### config.mk
export PLATFORM = sky130hd
export DESIGN_NAME = rr_hold_arbiter
export DESIGN_NICKNAME = d
export VERILOG_FILES = /design/src/rtl/rr_hold_arbiter.sv
export SDC_FILE = /design/constraint.sdc
export NUM_CORES = 1
export LEC_CHECK = 0
export BUFFER_PORTS_ARGS = -buffer_cell sky130_fd_sc_hd__buf_2
export CAP_MARGIN = 5
export CORE_UTILIZATION = 49
export CTS_CLUSTER_DIAMETER = 40
export CTS_CLUSTER_SIZE = 8
export DETAILED_ROUTE_END_ITERATION = 10
export PLACE_DENSITY = 0.72
export RECOVER_POWER = 100
export SKIP_LAST_GASP = 1
export SLEW_MARGIN = 25
export SYNTH_ARGS = -nofsm -noshare
export SYNTH_HDL_FRONTEND = slang
export SYNTH_SLANG_ARGS = --single-unit
### constraint.sdc
create_clock -name clk -period 1.65 [get_ports clk]
set_input_delay 0.0825 -clock clk [delete_from_list [all_inputs] [get_ports clk]]
set_output_delay 0.0825 -clock clk [all_outputs]
set_load 0.03 [all_outputs]
### src/rtl/rr_hold_arbiter.sv
// Four-way round-robin arbiter with a bounded grant hold time.
// Grants, owner, busy and preempt are all registered outputs.
module rr_hold_arbiter #(
    parameter int unsigned MAX_HOLD = 8
) (
    input  logic       clk,
    input  logic       rst,
    input  logic       req3,
    input  logic       req2,
    input  logic       req1,
    input  logic       req0,
    output logic       gnt3,
    output logic       gnt2,
    output logic       gnt1,
    output logic       gnt0,
    output logic [1:0] owner,
    output logic       busy,
    output logic       preempt
);

    typedef enum logic [1:0] {
        IDLE,
        GRANT,
        TURN
    } state_t;

    state_t     state;
    logic [1:0] ptr;
    logic [7:0] hcnt;
    logic [3:0] gnt_q;
    logic [1:0] owner_q;
    logic       busy_q;
    logic       preempt_q;

    logic [3:0] req;
    logic [1:0] pick;
    logic       found;
    logic [1:0] idx;
    logic       own_req;
    logic       at_max;

    assign req = {req3, req2, req1, req0};
    assign {gnt3, gnt2, gnt1, gnt0} = gnt_q;
    assign owner   = owner_q;
    assign busy    = busy_q;
    assign preempt = preempt_q;

    assign own_req = req[owner_q];
    assign at_max  = (hcnt >= 8'(MAX_HOLD));

    // Search starts at ptr and walks upward, wrapping mod 4.
    always_comb begin
        pick  = '0;
        found = 1'b0;
        idx   = '0;
        for (int i = 0; i < 4; i++) begin
            idx = ptr + 2'(i);
            if (!found && req[idx]) begin
                pick  = idx;
                found = 1'b1;
            end
        end
    end

    always_ff @(posedge clk or negedge rst) begin
        if (!rst) begin
            state     <= IDLE;
            ptr       <= '0;
            hcnt      <= '0;
            gnt_q     <= '0;
            owner_q   <= '0;
            busy_q    <= 1'b0;
            preempt_q <= 1'b0;
        end else begin
            unique case (state)
                IDLE: begin
                    preempt_q <= 1'b0;
                    if (found) begin
                        state   <= GRANT;
                        gnt_q   <= 4'b0001 << pick;
                        owner_q <= pick;
                        busy_q  <= 1'b1;
                        hcnt    <= 8'd1;
                    end
                end
                GRANT: begin
                    if (own_req && !at_max) begin
                        hcnt <= hcnt + 8'd1;
                    end else begin
                        // A release on the limit cycle is a normal release.
                        state     <= TURN;
                        preempt_q <= own_req;
                        ptr       <= owner_q + 2'd1;
                        gnt_q     <= '0;
                        owner_q   <= '0;
                        busy_q    <= 1'b0;
                        hcnt      <= '0;
                    end
                end
                TURN: begin
                    state     <= IDLE;
                    preempt_q <= 1'b0;
                end
                default: begin
                    state     <= IDLE;
                    gnt_q     <= '0;
                    owner_q   <= '0;
                    busy_q    <= 1'b0;
                    preempt_q <= 1'b0;
                end
            endcase
        end
    end

endmodule
# [Word level (Yosys, flattened, before mapping)]
# Cells that the tools add are included.
[totals] reg_bits=20 output_inout_bits=8 input_bits=6 word_cells=74
[op_classes] eq_ne=4 n_reduce_logical=14 bitwise=2 order_cmp=6 muxes=35 shifts=1 addsub=5
[op_table] op="$mux 2" count=8
[op_table] op="$mux 8" count=2
[op_table] op="$pmux 8 s2" count=1
[op_table] op="$lt 2x3->1 const B" count=5
[op_table] op="$mux 1" count=13
[op_table] op="$pmux 4 s3" count=1
[op_table] op="$bmux 1 s2" count=5
[op_table] op="$add 8x1->8 const B" count=1
[op_table] op="$ge 8x4->1 const B" count=1
[op_table] op="$mux 4" count=2
[op_table] op="$pmux 2 s3" count=1
[op_table] op="$reduce_and 2->1" count=3
[op_table] op="$add 2x1->2 const B" count=2
[op_table] op="$add 2x2->2 const B" count=2
[op_table] op="$logic_and 1x1->1" count=4
[op_table] op="$logic_not 1->1" count=4
[op_table] op="$ne 2x2->1 const B" count=2
[op_table] op="$pmux 2 s2" count=1
[op_table] op="$shl 1x2->4 const A" count=1
[op_table] op="$pmux 1 s3" count=1
[op_table] op="$reduce_and 3->1" count=1
[op_table] op="$eq 2x1->1 const B" count=1
[op_table] op="$eq 2x2->1 const B" count=1
[op_table] op="$logic_not 2->1" count=1
[op_table] op="other kinds (2)" count=3

# [Logic depth before layout (Yosys ltp)]
# Gate-level depths: netlist of the first run.
[logic_depth] ltp_word=15 depth_mapped=5

# [Worst setup path before layout of the first run]
# No wires, ideal clock.
[synth_path] path_type="flip-flop to flip-flop" start="register owner_q[0], in the netlist owner[0]" end="register hcnt[7]" path_slack_ns=-0.115 arrival_time_ns=1.633 n_path_buf=0 required_ns=1.518 period_less_slack_ns=1.765 stages_incl_launch_ff=5 cell_sequence="dfrtp_1 mux4_2 and3_1 a21boi_2 a21oi_1"
[synth_between] elab_chain_len=5
[synth_rtl] element="from (decl)" line="31" rtl="logic [1:0] owner_q;"
[synth_rtl] element="from (signal assigned)" line="81" rtl="owner_q <= pick;"
[synth_rtl] element="$bmux 1 s2" line="48" rtl="assign own_req = req[owner_q];"
[synth_rtl] element="$mux 1 (not written as such)" line="48"
[synth_rtl] element="$logic_and 1x1->1" line="87" rtl="if (own_req && !at_max) begin"
[synth_rtl] element="$mux 8" line="87"
[synth_rtl] element="$pmux 8 s2" line="75" rtl="unique case (state)"
[synth_rtl] element="to (signal assigned)" line="88" rtl="hcnt <= hcnt + 8'd1;"
[synth_rtl] element="to (decl)" line="29" rtl="logic [7:0] hcnt;"
# No other way between the ends. The select of a mux whose other input is x is not followed.
# A chain may end at the register's enable or synchronous reset.

# [Worst setup path after layout of the first run]
[layout_path] start="register owner_q[0], in the netlist owner[0]" end="register gnt_q[1]"
[layout_between] elab_chain_len=5
[layout_rtl] element="$bmux 1 s2" line="48"
[layout_rtl] element="$mux 1 (not written as such)" line="48"
[layout_rtl] element="$logic_and 1x1->1" line="87"
[layout_rtl] element="$ne 2x2->1 (no source line)"
[layout_rtl] element="$reduce_and 3->1 (no source line)"
[layout_rtl] element="to (signal assigned)" line="80" rtl="gnt_q <= 4'b0001 << pick;"
[layout_rtl] element="to (decl)" line="30" rtl="logic [3:0] gnt_q;"
# No other way between the ends. The select of a mux whose other input is x is not followed.

==> impl_metrics.csv, run 1 <==
group,metric,value,unit
clock_network,cts_max_level,1,
power_and_ir_drop,leakage,0.558,nW
route,via_per_inst,5.67,
clock_network,cts_buffers,3,
critical_path,end_kind,"flip-flop",
synth,post-synth-top-count-cell,"dfrtp_1",
grt,grt_overflow,0,
sta,timing.final.crit_period,1.58,ns
route,ant_nets,0,
placement,numPortBuffers,13,
final_layout,multiInputGateArea,499,sq um
sta,slew_viol_final,0,
clock_network,cts_buffer_depth,2,
grt,first_global_vias,738,
route,drc,0,
grt,grt_max_degree,21,
final_layout,drive_above_1_share,21.7,%
route,wl_met1,1050,um
sta,clock_skew,0.00783,ns
sta,worstMarginPinSlew,1.03,ns
synth,synth_area,1030,sq um
clock_network,ctsResizeCount,0,
power_and_ir_drop,power.density,1780,nW/um^2
clock_network,cts.sinks,20,
route,vias,805,
final_layout,seq_area,502,sq um
critical_path,worstPathCellList,"mux4_2 > nand4_4 > nand2_2 > a22o_1",
synth,ys_seq_elements,20,
critical_path,path_class,"reg2reg",
floorplan,std_cell_rows,16,
flow_run,maxCapViolCount,0,
synth,syn_inst,92,
synth,synth_top_family_by_area,"compound AO/OA/AOI/OAI gates",
synth,yosys.area.top_type_share,48.6,%
final_layout,n_fill_cell,183,
synth,synthAdderAreaFrac,2.43,%
critical_path,arrival,1.79,ns
power_and_ir_drop,vdd_drop_max,0.944,mV
critical_path,cp.required,1.87,ns
placement,dp_cells,136,
sta,max_freq,634,MHz
placement,dp_hpwl,1590,um
route,drt-wirelength-per-cell,14.9,um
synth,ys_types,39,
floorplan,num_io_pins,14,
floorplan,die_height,47.8,um
final_layout,num-nets-final,124,
synth,synth_compound_area_share,21.3,%
final_layout,fin_cells,142,
floorplan,core_area,1960,sq um
placement,gp_congestion,0.757,
synth,muxShareOfSynthArea,3.16,%
sta,rsz0062_at_grt,"false",
final_layout,area_growth,17.5,%
grt,grt_first_pass_wirelength,3280,um
synth,synthArstFlopShare,100,%
sta,setup_violations,0,
floorplan,fp.dieW,47.8,um
synth,seq_area_frac_synth,48.6,%
hold_path,hold_class,"in2reg",
grt,grt.total_usage,20.7,%
sta,period_share,95.6,%
critical_path,crit_buf_inv,0,
route,routed_wl,2120,um
route,routed.top_layer,"met4",
clock_network,path_clk_slew,0.11,ns
sta,maxSlewHeadroom,31.2,%
final_layout,antenna_cells,0,
synth,yosys_warnings,0,
critical_path,cp_max_fo,5,
synth,synth_largest_area_cell,"dfrtp_1",
synth,synth_edf_count,0,
clock_network,cts_tree,"yes",
critical_path,slowest_delay,0.60,ns
grt,antenna_found_initial,0,
route,wl_met2,946,um
critical_path,critPathTopFamily,"multiplexers",
status,status,"complete, no violations",
route,wl_met3,106,um
floorplan,initial_core_util,52.5,%
synth,synth_xor_area_share,0.851,%
floorplan,dieArea,2290,sq um
route,firstDrtPassIters,4,
synth,synth_commonest_cells,"20 x dfrtp_1, 8 x a21oi_1, 6 x inv_1",
sta,totalNegativeSetupSlack,0,ns
critical_path,cp_slowest_cell,"mux4_2",
critical_path,cp-start-kind,"flip-flop",
synth,avgSynthCellArea,11.2,sq um
synth,synth_nets,100,
clock_network,root_buffer,"clkbuf_4",
clock_network,clock_latency,0.31,ns
route,drt_iter0_drc,29,
sta,final-hold-violation-count,0,
synth,ys.flop_type,"dfrtp_1",
synth,synth_simple_gate_area_share,20.3,%
synth,synth_area_leaders,"dfrtp_1 49%, a21oi_1 3.9%, a22o_1 2.6%, ha_1 2.4%, nor4_2 2.4%",
-- final timing paths --
path | startpoint | to | slack (ns) | depth (start not counted)
min in group asynchronous | rst | state[1]$_DFFE_PN0P_ | 0.45 | 2
worst max register to register | owner[0]$_DFFE_PN0P_ | gnt_q[1]$_DFFE_PN0P_ | 0.07 | 4
max in group asynchronous | rst | owner[0]$_DFFE_PN0P_ | 0.52 | 2
worst min register to register | gnt_q[0]$_DFFE_PN0P_ | gnt_q[0]$_DFFE_PN0P_ | 0.51 | 1
worst min-delay path | req3 | gnt_q[3]$_DFFE_PN0P_ | 0.26 | 3
worst max-delay path | owner[0]$_DFFE_PN0P_ | gnt_q[1]$_DFFE_PN0P_ | 0.07 | 4
-- per-layer routing --
metal,up-vias,GRT usage (%)
li1,393,-
met1,387,29.2
met2,23,31.1
met3,2,3.77
met4,0,8.33
met5,-,0
-- power breakdown --
part           switching [W]  total (W)  internal [W]
Clock               0.000155   0.000290      0.000135
Combinational       0.000634    0.00106      0.000430
Sequential          0.000159   0.000799      0.000640
-- stage by stage --
stage | instance area, sq um | power (W) | hold slack [ns] | worst slack (ns) | utilization (%)
after CTS | 1210 | 0.00217 | 0.249 | 0.0675 | 61.9
after detailed placement | 1170 | 0.00188 | 0.0536 | 0.0853 | 59.5
after floorplan | 1040 | 0.00157 | -0.213 | 0.00500 | -
after global placement | 1170 | 0.00186 | 0.0427 | 0.130 | 59.5
after global routing | 1210 | 0.00229 | 0.276 | 0.0135 | 61.7
final | 1210 | 0.00215 | 0.263 | 0.0732 | 61.7
-- timing repair --
item                                    4_1_cts  5_1_grt
hold buffers                                  1        0
endpoints found under the hold margin        20        0
endpoints found under the setup margin        0        1
buffers inserted                              0        1
-- placed cells by master, fill, tap and decap left out, drive strengths merged, types with 2 or more instances in the layout --
cell type   n
a22o        3
nand2b      2
o21ai       3
buf        11
nor2b       3
nor4        3
nor2        4
a32o        2
clkbuf     13
nand2       6
nand4       3
o21a        2
dfrtp      20
or3         2
nand3       2
o22ai       2
inv         6
ha          2
a21oi       8
-- layout make-up --
class                           instances  share of cell area [%]
Sequential cell                        20                    41.5
Multi-Input combinational cell         64                    41.3
Timing Repair Buffer                   21                    9.62
Clock buffer                            4                    3.00
Tap cell                               27                    2.79
Inverter                                6                    1.86
-- kinds of logic (layout without fill, tap and decap cells) --
| logic type | count (synthesis) | count (layout) |
|---|---|---|
| and+or+nand+nor | 30 | 30 |
| DFF | 20 | 20 |
| buffers and inverters | 8 | 31 |
| xor gates and xnor gates | 1 | 1 |
| AOI/OAI and AO/OA | 29 | 29 |
| adders and majority gates | 2 | 2 |
| muxes | 2 | 2 |
-- sequential cells by signal, indices dropped and copies added (netlist names) --
name,cells
state,2
preempt,1
hcnt,8
ptr,2
busy,1
gnt_q,4
owner,2
-- worst register-to-register path, cell delays in order, from the launching register on --
cell     delay [ns]
dfrtp_2        0.39
mux4_2         0.60
nand4_4        0.16
nand2_2        0.09
a22o_1         0.24
Note: power is estimated with default switching activity, not from simulation.
==> inputs of run 2 (changes only) <==
Settings changed: GPL_TIMING_DRIVEN set to 0.
==> impl_metrics.csv, run 2 (synthesis gave the netlist of run 1 again) <==
group,metric,value,unit
final_layout,final_cell_mix,"17 x dfrtp_1, 8 x a21oi_1, 8 x clkbuf_1",
final_layout,reg_top3,"hcnt (8), gnt_q (4)",
final_layout,drive_above_1_share,27.2,%
critical_path,cp-startpoint,"owner[0]$_DFFE_PN0P_",
grt,grt.total_usage,20.8,%
placement,dp_hpwl,1430,um
floorplan,initial_core_util,52.5,%
power_and_ir_drop,p_int,0.00138,W
final_layout,top_register,"hcnt",
floorplan,fp.dieW,47.8,um
status,status,"complete, no violations",
floorplan,core_area,1960,sq um
route,vias,806,
clock_network,clock_latency,0.32,ns
grt,grt_first_pass_wirelength,3180,um
floorplan,die_height,47.8,um
route,drc,0,
critical_path,end_kind,"flip-flop",
critical_path,arrival,1.82,ns
sta,slew_viol_final,0,
placement,numPortBuffers,13,
critical_path,worst-path-stages,4,
power_and_ir_drop,netSwitchingFraction,41.7,%
final_layout,fin_cells,141,
clock_network,cts.sinks,20,
power_and_ir_drop,vdd_drop_max,0.940,mV
sta,period_share,98.0,%
route,firstDrtPassIters,5,
clock_network,path_clk_slew,0.12,ns
route,ant_nets,0,
grt,grt_max_degree,21,
floorplan,dieArea,2290,sq um
final_layout,area_growth,22.1,%
critical_path,cp-start-kind,"flip-flop",
sta,max_freq,618,MHz
critical_path,crit_buf_inv,0,
sta,clock_skew,0.00821,ns
power_and_ir_drop,pwr-share-clk,17.2,%
power_and_ir_drop,power.density,1880,nW/um^2
critical_path,slowest_delay,0.61,ns
sta,hold_slack,0.249,ns
clock_network,cts_buffers,3,
sta,maxSlewHeadroom,29.7,%
final_layout,final_common_cell,"dfrtp_1",
sta,setup_violations,0,
hold_path,hold_class,"in2reg",
sta,final-hold-violation-count,0,
critical_path,cp.required,1.85,ns
final_layout,largest_reg_flops,8,
sta,timing.final.crit_period,1.62,ns
clock_network,cts_max_level,1,
sta,worstMarginPinSlew,1.05,ns
sta,rsz0062_at_grt,"true",
grt,grt_overflow,0,
sta,totalNegativeSetupSlack,0,ns
floorplan,num_io_pins,14,
clock_network,root_buffer,"clkbuf_4",
power_and_ir_drop,p_sw,0.000987,W
placement,gp_congestion,0.749,
critical_path,reg2reg_depth,4,
placement,dp_cells,132,
final_layout,fin_util,64.1,%
power_and_ir_drop,p_comb_share,49.1,%
clock_network,cts_buffer_depth,2,
route,drt_iter0_drc,18,
final_layout,num-nets-final,123,
floorplan,std_cell_rows,16,
power_and_ir_drop,seqPwrFrac,33.7,%
critical_path,cp_slowest_cell,"mux4_2",
critical_path,path_class,"reg2reg",
critical_path,critPathTopFamily,"multiplexers",
flow_run,maxCapViolCount,0,
power_and_ir_drop,leakage,0.574,nW
clock_network,cts_tree,"yes",
route,via_per_inst,5.72,
route,routed_wl,2140,um
critical_path,cp_max_fo,5,
hold_path,worst_hold_startpoint,"req3",
critical_path,worstPathCellList,"mux4_2 > and3_4 > a21boi_4 > nor2_1",
route,drt-wirelength-per-cell,15.1,um
final_layout,n_fill_cell,168,
grt,antenna_found_initial,0,
hold_path,holdPathStages,3,
critical_path,timing.rr.start,"owner[0]$_DFFE_PN0P_",
grt,first_global_vias,686,
final_layout,antenna_cells,0,
[run 2: path summary, 6_finish.rpt]
path | end | slack [ns]
max reg2reg | hcnt[3]$_DFFE_PN0P_ | 0.03
min in group asynchronous | hcnt[0]$_DFFE_PN0P_ | 0.46
max in group asynchronous | owner[0]$_DFFE_PN0P_ | 0.49
min | gnt_q[1]$_DFFE_PN0P_ | 0.25
min reg2reg | gnt_q[0]$_DFFE_PN0P_ | 0.51
max | hcnt[3]$_DFFE_PN0P_ | 0.03
[run 2: tightest hold or removal path, stage by stage]
cell and delay, ns:
buf_2 0.13, o22ai_1 0.12, a22o_1 0.21
[run 2: power groups by stage]
stage,clock [W],combinational [W],sequential [W]
finish,0.000406,0.00116,0.000798
global route,0.000424,0.00127,0.000821
CTS,0.000404,0.00108,0.000793
detailed placement,0,0.00101,0.000807
global placement,0,0.000990,0.000801
floorplan,0,0.000650,0.000923
[run 2: metrics by stage]
step                setup slack, ns  cell area [sq um]  total power [W]
floorplan                   0.00500               1040          0.00157
global placement             0.0275               1130          0.00179
detailed placement          0.00334               1130          0.00182
CTS                          0.0126               1210          0.00227
global route                -0.0114               1260          0.00252
finish                       0.0326               1260          0.00237
[run 2: metal layers]
metal	share of wire, %	vias to the layer above	global-route usage [%]
met5	0	-	0
met4	1.4	0	9.44
met3	3.1	3	3.40
met2	46	18	28.6
met1	49	391	32.0
li1	-	394	-
[run 2: layout make-up]
| type | instances | area (sq um) | area share [%] |
|---|---|---|---|
| repair buffers | 18 | 95.1 | 7.56 |
| clock inverters | 1 | 30.0 | 2.39 |
| well taps | 27 | 33.8 | 2.69 |
| inverters | 6 | 22.5 | 1.79 |
| multi-input cells | 64 | 537 | 42.7 |
| clock buffers | 3 | 22.5 | 1.79 |
| plain buffers | 2 | 12.5 | 0.995 |
| flip-flops and latches | 20 | 504 | 40.1 |
[run 2: what timing repair did]
item	4_1_cts	5_1_grt
hold buffers	1	0
buffers inserted	1	3
endpoints found under the setup margin	5	8
endpoints found under the hold margin	20	0
resized for setup	1	9
pin swaps	0	4
